`config.mk`:
```
export PLATFORM = sky130hd
export DESIGN_NAME = rst_seq_ctrl
export DESIGN_NICKNAME = d
export VERILOG_FILES = /design/src/rtl/rst_seq_pkg.sv /design/src/rtl/rst_seq_debounce.sv /design/src/rtl/rst_seq_ctrl.sv
export SDC_FILE = /design/constraint.sdc
export NUM_CORES = 1
export LEC_CHECK = 0
export ABC_AREA = 1
export BUFFER_PORTS_ARGS = -buffer_cell sky130_fd_sc_hd__buf_2
export CORE_AREA = 5 5 61 63
export DETAILED_ROUTE_END_ITERATION = 12
export DIE_AREA = 0 0 66 68
export SYNTH_ARGS = -nofsm -noshare
export SYNTH_HDL_FRONTEND = slang
export SYNTH_SLANG_ARGS = --single-unit
```
`constraint.sdc`:
```
create_clock -name clk_i -period 3.6 [get_ports clk_i]
set_clock_uncertainty 0.05 [all_clocks]
set_input_delay 0.54 -clock clk_i [delete_from_list [all_inputs] [get_ports clk_i]]
set_output_delay 0.54 -clock clk_i [all_outputs]
set_load 0.01 [all_outputs]
```
`src/rtl/rst_seq_pkg.sv`:
```
// Shared types and constants for the reset sequencer.
// Optional button debounce is enabled by defining RST_SEQ_DEBOUNCE_EN.
package rst_seq_pkg;

  typedef enum logic [2:0] {
    ST_HOLD,
    ST_STRETCH,
    ST_REL_SYS,
    ST_REL_USB,
    ST_RUN
  } state_e;

  localparam int unsigned CAUSE_SW   = 2;
  localparam int unsigned CAUSE_EXT  = 1;
  localparam int unsigned CAUSE_LOCK = 0;

  // Counter wide enough to hold the largest of the three cycle counts.
  function automatic int unsigned cnt_width(input int unsigned a,
                                            input int unsigned b,
                                            input int unsigned c);
    int unsigned m;
    m = a;
    if (b > m) m = b;
    if (c > m) m = c;
    return $clog2(m + 1);
  endfunction

endpackage

```
`src/rtl/rst_seq_debounce.sv`:
```
// Button debouncer: accepts a new level only after DEBOUNCE_CYCLES equal samples.
// Only built when RST_SEQ_DEBOUNCE_EN is defined.
`ifdef RST_SEQ_DEBOUNCE_EN
module rst_seq_debounce #(
  parameter int unsigned DEBOUNCE_CYCLES = 1024,
  parameter int unsigned CNT_W           = 11
) (
  input  logic clk_i,
  input  logic rst_ni,
  input  logic level_i,
  output logic level_o
);

  logic [CNT_W-1:0] cnt;

  // Any sample matching the accepted level restarts the run.
  always_ff @(posedge clk_i) begin
    if (!rst_ni) begin
      level_o <= 1'b1;
      cnt     <= '0;
    end else if (level_i == level_o) begin
      cnt <= '0;
    end else if (cnt == CNT_W'(DEBOUNCE_CYCLES - 1)) begin
      level_o <= level_i;
      cnt     <= '0;
    end else if (cnt != '1) begin
      cnt <= cnt + CNT_W'(1);
    end
  end

endmodule
`endif

```
`src/rtl/rst_seq_ctrl.sv`:
```
// Staged reset sequencer: holds resets while any cause is active, then releases sys, usb, periph.
// Define RST_SEQ_DEBOUNCE_EN to debounce the board reset button.
module rst_seq_ctrl
  import rst_seq_pkg::*;
#(
  parameter int unsigned STRETCH_CYCLES  = 16,
  parameter int unsigned STAGE_GAP       = 8,
  parameter int unsigned DEBOUNCE_CYCLES = 1024
) (
  input  logic       clk_i,
  input  logic       rst_ni,
  input  logic       pll_locked_i,
  input  logic       ext_rst_ni,
  input  logic       sw_rst_req_i,
  input  logic       clr_cause_i,
  output logic       rst_sys_no,
  output logic       rst_usb_no,
  output logic       rst_periph_no,
  output logic       seq_done_o,
  output logic [2:0] cause_o
);

  localparam int unsigned CNT_W = cnt_width(STRETCH_CYCLES, STAGE_GAP, DEBOUNCE_CYCLES);

  logic             ext_meta;
  logic             ext_sync;
  logic             btn_level;
  logic [2:0]       cause_src;
  logic             hold_req;
  state_e           state;
  logic [CNT_W-1:0] cnt;
  logic [CNT_W-1:0] cnt_inc;

  always_ff @(posedge clk_i) begin
    if (!rst_ni) begin
      ext_meta <= 1'b1;
      ext_sync <= 1'b1;
    end else begin
      ext_meta <= ext_rst_ni;
      ext_sync <= ext_meta;
    end
  end

`ifdef RST_SEQ_DEBOUNCE_EN
  rst_seq_debounce #(
    .DEBOUNCE_CYCLES(DEBOUNCE_CYCLES),
    .CNT_W          (CNT_W)
  ) u_debounce (
    .clk_i  (clk_i),
    .rst_ni (rst_ni),
    .level_i(ext_sync),
    .level_o(btn_level)
  );
`else
  assign btn_level = ext_sync;
`endif

  always_comb begin
    cause_src             = '0;
    cause_src[CAUSE_SW]   = sw_rst_req_i;
    cause_src[CAUSE_EXT]  = ~btn_level;
    cause_src[CAUSE_LOCK] = ~pll_locked_i;
  end

  assign hold_req = |cause_src;
  assign cnt_inc  = (cnt == '1) ? cnt : cnt + CNT_W'(1);

  always_ff @(posedge clk_i) begin
    if (!rst_ni) begin
      state         <= ST_HOLD;
      cnt           <= '0;
      rst_sys_no    <= 1'b0;
      rst_usb_no    <= 1'b0;
      rst_periph_no <= 1'b0;
      seq_done_o    <= 1'b0;
      cause_o       <= '0;
    end else begin
      // Clearing and setting in one cycle: the set term is ORed after the clear.
      cause_o <= (clr_cause_i ? 3'b000 : cause_o) | cause_src;
      if (hold_req) begin
        state         <= ST_HOLD;
        cnt           <= '0;
        rst_sys_no    <= 1'b0;
        rst_usb_no    <= 1'b0;
        rst_periph_no <= 1'b0;
        seq_done_o    <= 1'b0;
      end else begin
        case (state)
          ST_HOLD: begin
            state <= ST_STRETCH;
            cnt   <= '0;
          end
          ST_STRETCH: begin
            if (cnt == CNT_W'(STRETCH_CYCLES - 1)) begin
              rst_sys_no <= 1'b1;
              state      <= ST_REL_SYS;
              cnt        <= '0;
            end else begin
              cnt <= cnt_inc;
            end
          end
          ST_REL_SYS: begin
            if (cnt == CNT_W'(STAGE_GAP - 1)) begin
              rst_usb_no <= 1'b1;
              state      <= ST_REL_USB;
              cnt        <= '0;
            end else begin
              cnt <= cnt_inc;
            end
          end
          ST_REL_USB: begin
            if (cnt == CNT_W'(STAGE_GAP - 1)) begin
              rst_periph_no <= 1'b1;
              seq_done_o    <= 1'b1;
              state         <= ST_RUN;
              cnt           <= '0;
            end else begin
              cnt <= cnt_inc;
            end
          end
          ST_RUN: begin
            cnt <= '0;
          end
          default: begin
            state <= ST_HOLD;
            cnt   <= '0;
          end
        endcase
      end
    end
  end

endmodule
```
==> results of run 1 <==
## cell usage in the layout, fill, tap and decap left out
| master | instances |
|---|---|
| buf_2 | 12 |
| nand4_1 | 3 |
| dfxtp_1 | 22 |
| or2_0 | 1 |
| nor2_1 | 14 |
| or2_2 | 3 |
| nor2_2 | 5 |
| nand3_2 | 1 |
| inv_1 | 15 |
| nand3b_1 | 3 |
| a21oi_2 | 3 |
| xor2_1 | 1 |
| a21oi_1 | 10 |
| and3_1 | 1 |
| nor3_1 | 5 |
| nand2_1 | 21 |
| o21ai_1 | 2 |
| inv_2 | 3 |
| nor2_4 | 2 |
| nand3_1 | 8 |
| bufinv_16 | 1 |
| nor3_2 | 2 |
| nand2_4 | 1 |
| ha_1 | 1 |
| o21ai_0 | 2 |
| nor3_4 | 1 |
| nand3_4 | 1 |
| nand2_2 | 3 |
| or2_1 | 1 |
| clkbuf_4 | 3 |
## power groups by stage
stage / Sequential [mW] / Combinational (mW) / Clock, mW
after global routing: 0.249 / 0.0183 / 0.207
after CTS: 0.249 / 0.0162 / 0.195
after detailed placement: 0.254 / 0.0161 / 0
after global placement: 0.254 / 0.0157 / 0
final: 0.248 / 0.0160 / 0.189
after floorplan: 0.255 / 0.00881 / 0
## layer usage
metal | vias to the layer above | GRT usage
met1 | 392 | 0.112
met5 | - | 0
li1 | 467 | -
met3 | 4 | 0.0148
met2 | 8 | 0.175
met4 | 0 | 0.0533
## state kept, by name, summed over array words and instances (netlist names)
signal / flops
cause_o: 3
seq_done_o: 1
rst_sys_no: 1
rst_usb_no: 1
btn_level: 1
ext_meta: 1
state: 3
cnt: 11
## cell families (layout without fill, tap and decap cells)
logic type,Yosys count,count (layout)
and+or+nand+nor,76,76
DFF,22,22
buffers and inverters,19,34
AOI/OAI and AO/OA,17,17
adders and majority gates,1,1
xor gates and xnor gates,1,1
## worst reg2reg max path, cell delays in order (launching register included)
cell,delay [ns]
dfxtp_1,0.39
ha_1,0.24
nand3_2,0.16
inv_2,0.13
nand3_4,0.12
inv_1,0.16
or2_1,0.13
a21oi_2,0.05
## worst paths after layout
kind,start,to,slack [ns],cells after the start
setup reg to reg,cnt[0],cnt[0],2.07,7
hold / removal,pll_locked_i,cause_o[0],0.36,2
hold reg to reg,ext_meta,btn_level,0.38,1
setup / recovery,cnt[0],cnt[0],2.07,7
## per-stage QoR
step	setup WS, ns	util	hold WS (ns)
floorplan	2.25	-	0.343
global placement	2.03	0.367	0.348
detailed placement	1.98	0.367	0.349
CTS	2.07	0.383	0.350
global route	1.89	0.383	0.346
finish	2.07	0.383	0.361
## final cells by class
cell class | instances | area share
multi-input cells | 95 | 0.444
repair buffers | 12 | 0.0493
clock inverters | 1 | 0.0246
flip-flops and latches | 22 | 0.361
inverters | 18 | 0.0554
well taps | 46 | 0.0472
clock buffers | 3 | 0.0185
==> summary.md, run 1 <==
| Metric | Value |
|---|---|
| Most frequent cells after synthesis | `dfxtp_1, nand2_1, inv_1` |
| Largest delay share family, worst path | `simple AND/OR/NAND/NOR gates` |
| Die footprint | `0.00449 sq mm` |
| Die W | `66 um` |
| Post-synthesis xor/xnor area fraction | `0.00829` |
| Worst path required time | `3.76 ns` |
| Placed cell areas | `0.00117 sq mm` |
| Synth cell types | `28` |
| Crit path time final | `1.53 ns` |
| Length of routed wiring on met1 | `886 um` |
| Hold/Removal Path Class | `input pin to flop` |
| Initial antenna violation count | `0` |
| Max transition margin | `0.765` |
| Max_cap viols | `0` |
| Status | `finished, final reports clean` |
| Top Layer Used | `met4` |
| Top-count cell post-synth | `dfxtp_1` |
| Switch Pwr | `86.7 uW` |
| Fmax achieved | `652 MHz` |
| Chip height | `68 um` |
| Largest family of logic cells by synthesized area | `simple AND/OR/NAND/NOR gates` |
| Yosys reg bits | `22` |
| Total wire length | `1910 um` |
| Largest net degree at the start of global routing | `14` |
| CTS Buf Count | `3` |
| WL/cell | `9.68 um` |
| Crit-path slowest cell | `dfxtp_1` |
| Post-synthesis mux area share | `0` |
| Worst-Skew Late Latency | `0.31 ns` |
| DR DRC count | `0` |
| Ys flop type | `dfxtp_1` |
| Synth Area in Adders | `0.0118` |
| Critical Path AT | `1.70 ns` |
| Synthesized cell area | `0.00106 sq mm` |
| IO buf count | `12` |
| Area occupied by multi-input gates | `541 sq um` |
| Rows | `21` |
| Post-Syn Area per Cell | `7.76 sq um` |
| Post-Layout Cell Count | `197` |
| Sequential share of the synthesized area | `0.417` |
| Vias per cell | `4.42` |
| CTS H-tree lvls | `1` |
| Post-Syn Nets | `143` |
| Worst Path Class, Setup | `flop to flop` |
| Root Buffer Master | `clkbuf_4` |
| Initial drt markers | `31` |
| Seq pwr share | `0.548` |
| I/O pin cnt | `13` |
| Slew @ Worst Pin | `0.352 ns` |
| Number of diodes | `0` |
| YS warnings | `0` |
| Estimated wirelength of the detail-placed design | `1510 um` |
| Pwr Density | `372 mW/mm^2` |
| Vias in the first global route | `855` |
| Final max-slew violation count | `0` |
| RD Place Congestion | `0.771` |
| FFs w/ async S/R, synth | `0` |
| Top cells by area, synth | `dfxtp_1, nand2_1, inv_1` |
| Core area | `0.00318 sq mm` |
| Clock Pin Slew Worst Setup and Hold Paths | `0.12 ns` |
| Compound-Gate Fraction of Synth Area | `0.0912` |
| Global-route wire length before repair | `3440 um` |
| CTS tree | `done` |
| Setup repair bufs after CTS | `0` |
| Worst-case clock buffer depth | `2` |
| Grt ovf | `0` |
| Lkg Pwr | `0.485 nW` |
| Critical Path Max Stage Delay | `0.39 ns` |
| Final setup violation count | `0` |
| Crit path launch type | `flop` |
| Via count | `871` |
| Max VDD drop | `108 uV` |
| CTS sink cnt | `22` |
| Met3 wire len | `37 um` |
| Cell Count Post-Placement | `193` |
| Post-layout nets | `159` |
| FF+latch area | `440 sq um` |
| Crit Path Max Fanout | `7` |
| Area growth syn-to-layout | `15.4%` |
| Total GRT Usage | `0.0980` |
| Cts-stage hold buffer count | `0` |
| Cells after Synth | `136` |
| Worst path bufs/invs | `2` |
| Crit. End Element | `flop` |
| TritonRoute pass-1 iters | `4` |
| Total power | `453 uW` |
| Detail Route Antenna Nets | `0` |
| Initial Util | `0.332` |
| Switching share of power | `0.192` |
| Number of flops mapped to enable cells by yosys | `0` |
| Period utilization | `0.426` |
| Post_cts resized | `0` |
| Internal power | `366 uW` |
| Synth Area in Simple Gates | `0.400` |
| Unrepaired setup endpoints after global routing | `false` |
| Share of layout cells above drive strength 1 | `0.272` |
| Logic pwr share | `0.035` |
| Setup TNS | `0 ns` |
| Fillers | `320` |
| Area share of the largest cell type after synthesis | `0.417` |
| Hold Violations, Final | `0` |
| Met2 wire length | `943 um` |
| Design Area, Final | `0.00122 sq mm` |
| Cell taking the most area after synthesis | `dfxtp_1` |
| Clock share of power | `0.416` |
| Critical path, cell by cell | `ha_1, nand3_2, inv_2, nand3_4, inv_1, or2_1, a21oi_2` |
(Power assumes the default switching activity.)
==> run 2, diff against run 1 <==
==> constraint.sdc (replaced) <==
create_clock -name clk_i -period 1.5 [get_ports clk_i]
set_clock_uncertainty 0.05 [all_clocks]
set_input_delay 0.225 -clock clk_i [delete_from_list [all_inputs] [get_ports clk_i]]
set_output_delay 0.225 -clock clk_i [all_outputs]
set_load 0.01 [all_outputs]
==> summary.md, run 2 (synthesis gave the netlist of run 1 again) <==
| Metric | Value |
|---|---|
| WL/cell | `9.94 um (+2.7%)` |
| Post-Layout Cell Count | `199 (+1.0%)` |
| Largest net degree at the start of global routing | `13 (-1)` |
| Crit. End Element | `flop` |
| Critical Path AT | `1.55 ns (-0.15 ns)` |
| Fillers | `327 (+2.2%)` |
| Post-layout nets | `161 (+1.3%)` |
| Initial antenna violation count | `0 (unchanged)` |
| Die footprint | `0.00449 sq mm (unchanged)` |
| Pwr Density | `762 mW/mm^2 (+110%)` |
| Hold/Removal Path Class | `input pin to flop` |
| Max VDD drop | `238 uV (+120%)` |
| Initial Util | `0.332 (unchanged)` |
| I/O pin cnt | `13 (unchanged)` |
| Largest regs | `cnt x11, cause_o x3, state x3` |
| Unrepaired setup endpoints after global routing | `false` |
| Initial drt markers | `25 (-19%)` |
| Top cell by count, worst path | `nand3_4` |
| Total power | `961 uW (+110%)` |
| Hold Violations, Final | `0 (unchanged)` |
| Share of layout cells above drive strength 1 | `0.320 (+0.0487)` |
| Worst-Skew Late Latency | `0.31 ns (about the same)` |
| Design Area, Final | `0.00126 sq mm (+3.5%)` |
| Estimated wirelength of the detail-placed design | `1530 um (+0.87%)` |
| Crit path launch type | `flop` |
| CTS tree | `done` |
| Final max-slew violation count | `0 (unchanged)` |
| Max FFs per register | `11 (unchanged)` |
| IO buf count | `12 (unchanged)` |
| Worst Path Class, Setup | `flop to flop` |
| Largest Register | `cnt` |
| Critical path, cell by cell | `ha_4, nand3_4, inv_2, nand3_4, or2_0, o21ai_1, nor2_1` |
| Detail Route Antenna Nets | `0 (unchanged)` |
| Die W | `66 um (unchanged)` |
| Rows | `21 (unchanged)` |
| Clock Pin Slew Worst Setup and Hold Paths | `0.12 ns (about the same)` |
| Core area | `0.00318 sq mm (unchanged)` |
| Lkg Pwr | `0.493 nW (+1.6%)` |
| Root Buffer Master | `clkbuf_4` |
| Global-route wire length before repair | `3280 um (-4.6%)` |
| Critical Path Max Stage Delay | `0.39 ns (about the same)` |
| Worst r2r path cells | `7 (unchanged)` |
| Fmax achieved | `720 MHz (+11%)` |
| Area growth syn-to-layout | `19.4%` |
| Final setup violation count | `0 (unchanged)` |
| Period utilization | `0.925 (+0.499)` |
| Commonest non-fill, non-tap cells in the layout | `nand2_1, dfxtp_1, inv_1` |
| RD Place Congestion | `0.838 (+8.7%)` |
| CTS Buf Count | `3 (unchanged)` |
| Placed cell areas | `0.00117 sq mm (+0.64%)` |
| TritonRoute pass-1 iters | `4 (unchanged)` |
| Vias per cell | `4.53 (+2.5%)` |
| Hold path cells | `2 (unchanged)` |
| Total wire length | `1980 um (+3.8%)` |
| Worst path required time | `1.66 ns (-2.10 ns)` |
| Max_cap viols | `0 (unchanged)` |
| Setup TNS | `0 ns (unchanged)` |
| Crit path time final | `1.39 ns (-0.147 ns)` |
| Crit-path slowest cell | `dfxtp_4` |
| Cts-stage hold buffer count | `0 (unchanged)` |
| Chip height | `68 um (unchanged)` |
| Crit Path Max Fanout | `7 (unchanged)` |
| CTS sink cnt | `22 (unchanged)` |
| Grt ovf | `0 (unchanged)` |
| CTS H-tree lvls | `1 (unchanged)` |
| DR DRC count | `0 (unchanged)` |
| Via count | `902 (+3.6%)` |
| Total GRT Usage | `0.0942 (-0.00381)` |
| Status | `finished, final reports clean` |
| Vias in the first global route | `823 (-3.7%)` |
| Max transition margin | `0.831 (+0.0664)` |
| Setup repair bufs after CTS | `0 (unchanged)` |
| Cell Count Post-Placement | `194 (+0.52%)` |
| Number of diodes | `0 (unchanged)` |
| Slew @ Worst Pin | `0.253 ns (-0.0990 ns)` |
| Worst-case clock buffer depth | `2 (unchanged)` |
| Smallest hold slack | `0.0444 ns (-0.316 ns)` |
==> run 2: per-layer routing <==
layer  part of all wire  vias up  global-route usage  routed length (um)
met3              0.024        2              0.0148                  47
met2               0.55        8               0.171                1080
met4              0.015        0              0.0533                  29
li1                   -      474                   -                   -
met5                  0        -                   0                   0
met1               0.42      418               0.104                 822
==> run 2: worst paths after layout <==
kind	startpoint	end	slack, ns
setup / recovery	cnt[0]	cnt[1]	0.11
hold / removal	pll_locked_i	cause_o[0]	0.04
setup reg to reg	cnt[0]	cnt[1]	0.11
hold reg to reg	ext_meta	btn_level	0.38
==> run 2: layout make-up <==
type | count | area, sq um | share of cell area
tap | 46 | 57.6 | 0.0456
clock buffer | 4 | 36.3 | 0.0288
sequential | 22 | 445 | 0.353
timing repair buffer | 13 | 67.6 | 0.0536
multi-input combinational | 96 | 587 | 0.465
inverter | 18 | 67.6 | 0.0536
==> run 2: metrics by stage <==
step           worst slack [ns]  utilization
2_1_floorplan             0.159            -
3_3_place_gp             0.0272        0.369
3_5_place_dp            -0.0160        0.369
4_1_cts                0.000533        0.382
5_1_grt                  0.0103        0.397
6_report                  0.112        0.397
==> run 2: critical path: cells and delay by family, from the launching register on <==
kind	cells	cell delay, ns
compound gates	1	0.08
fa+ha+maj	1	0.16
flops	1	0.39
simple gates	4	0.49
buf+inv	1	0.13
==> run 2: power by group <==
| part | total [mW] | switching, mW | internal (mW) | leakage, nW |
|---|---|---|---|---|
| registers | 0.594 | 0.00402 | 0.590 | 0.180 |
| logic | 0.0405 | 0.0229 | 0.0176 | 0.292 |
| clock network | 0.326 | 0.178 | 0.148 | 0.0210 |
==> run 2: timing repair <==
action,4_1_cts,5_1_grt
gates resized for setup,2,10
cloned,0,1
pin swaps,0,1
hold endpoints to repair,0,0
endpoints found under the setup margin,9,14
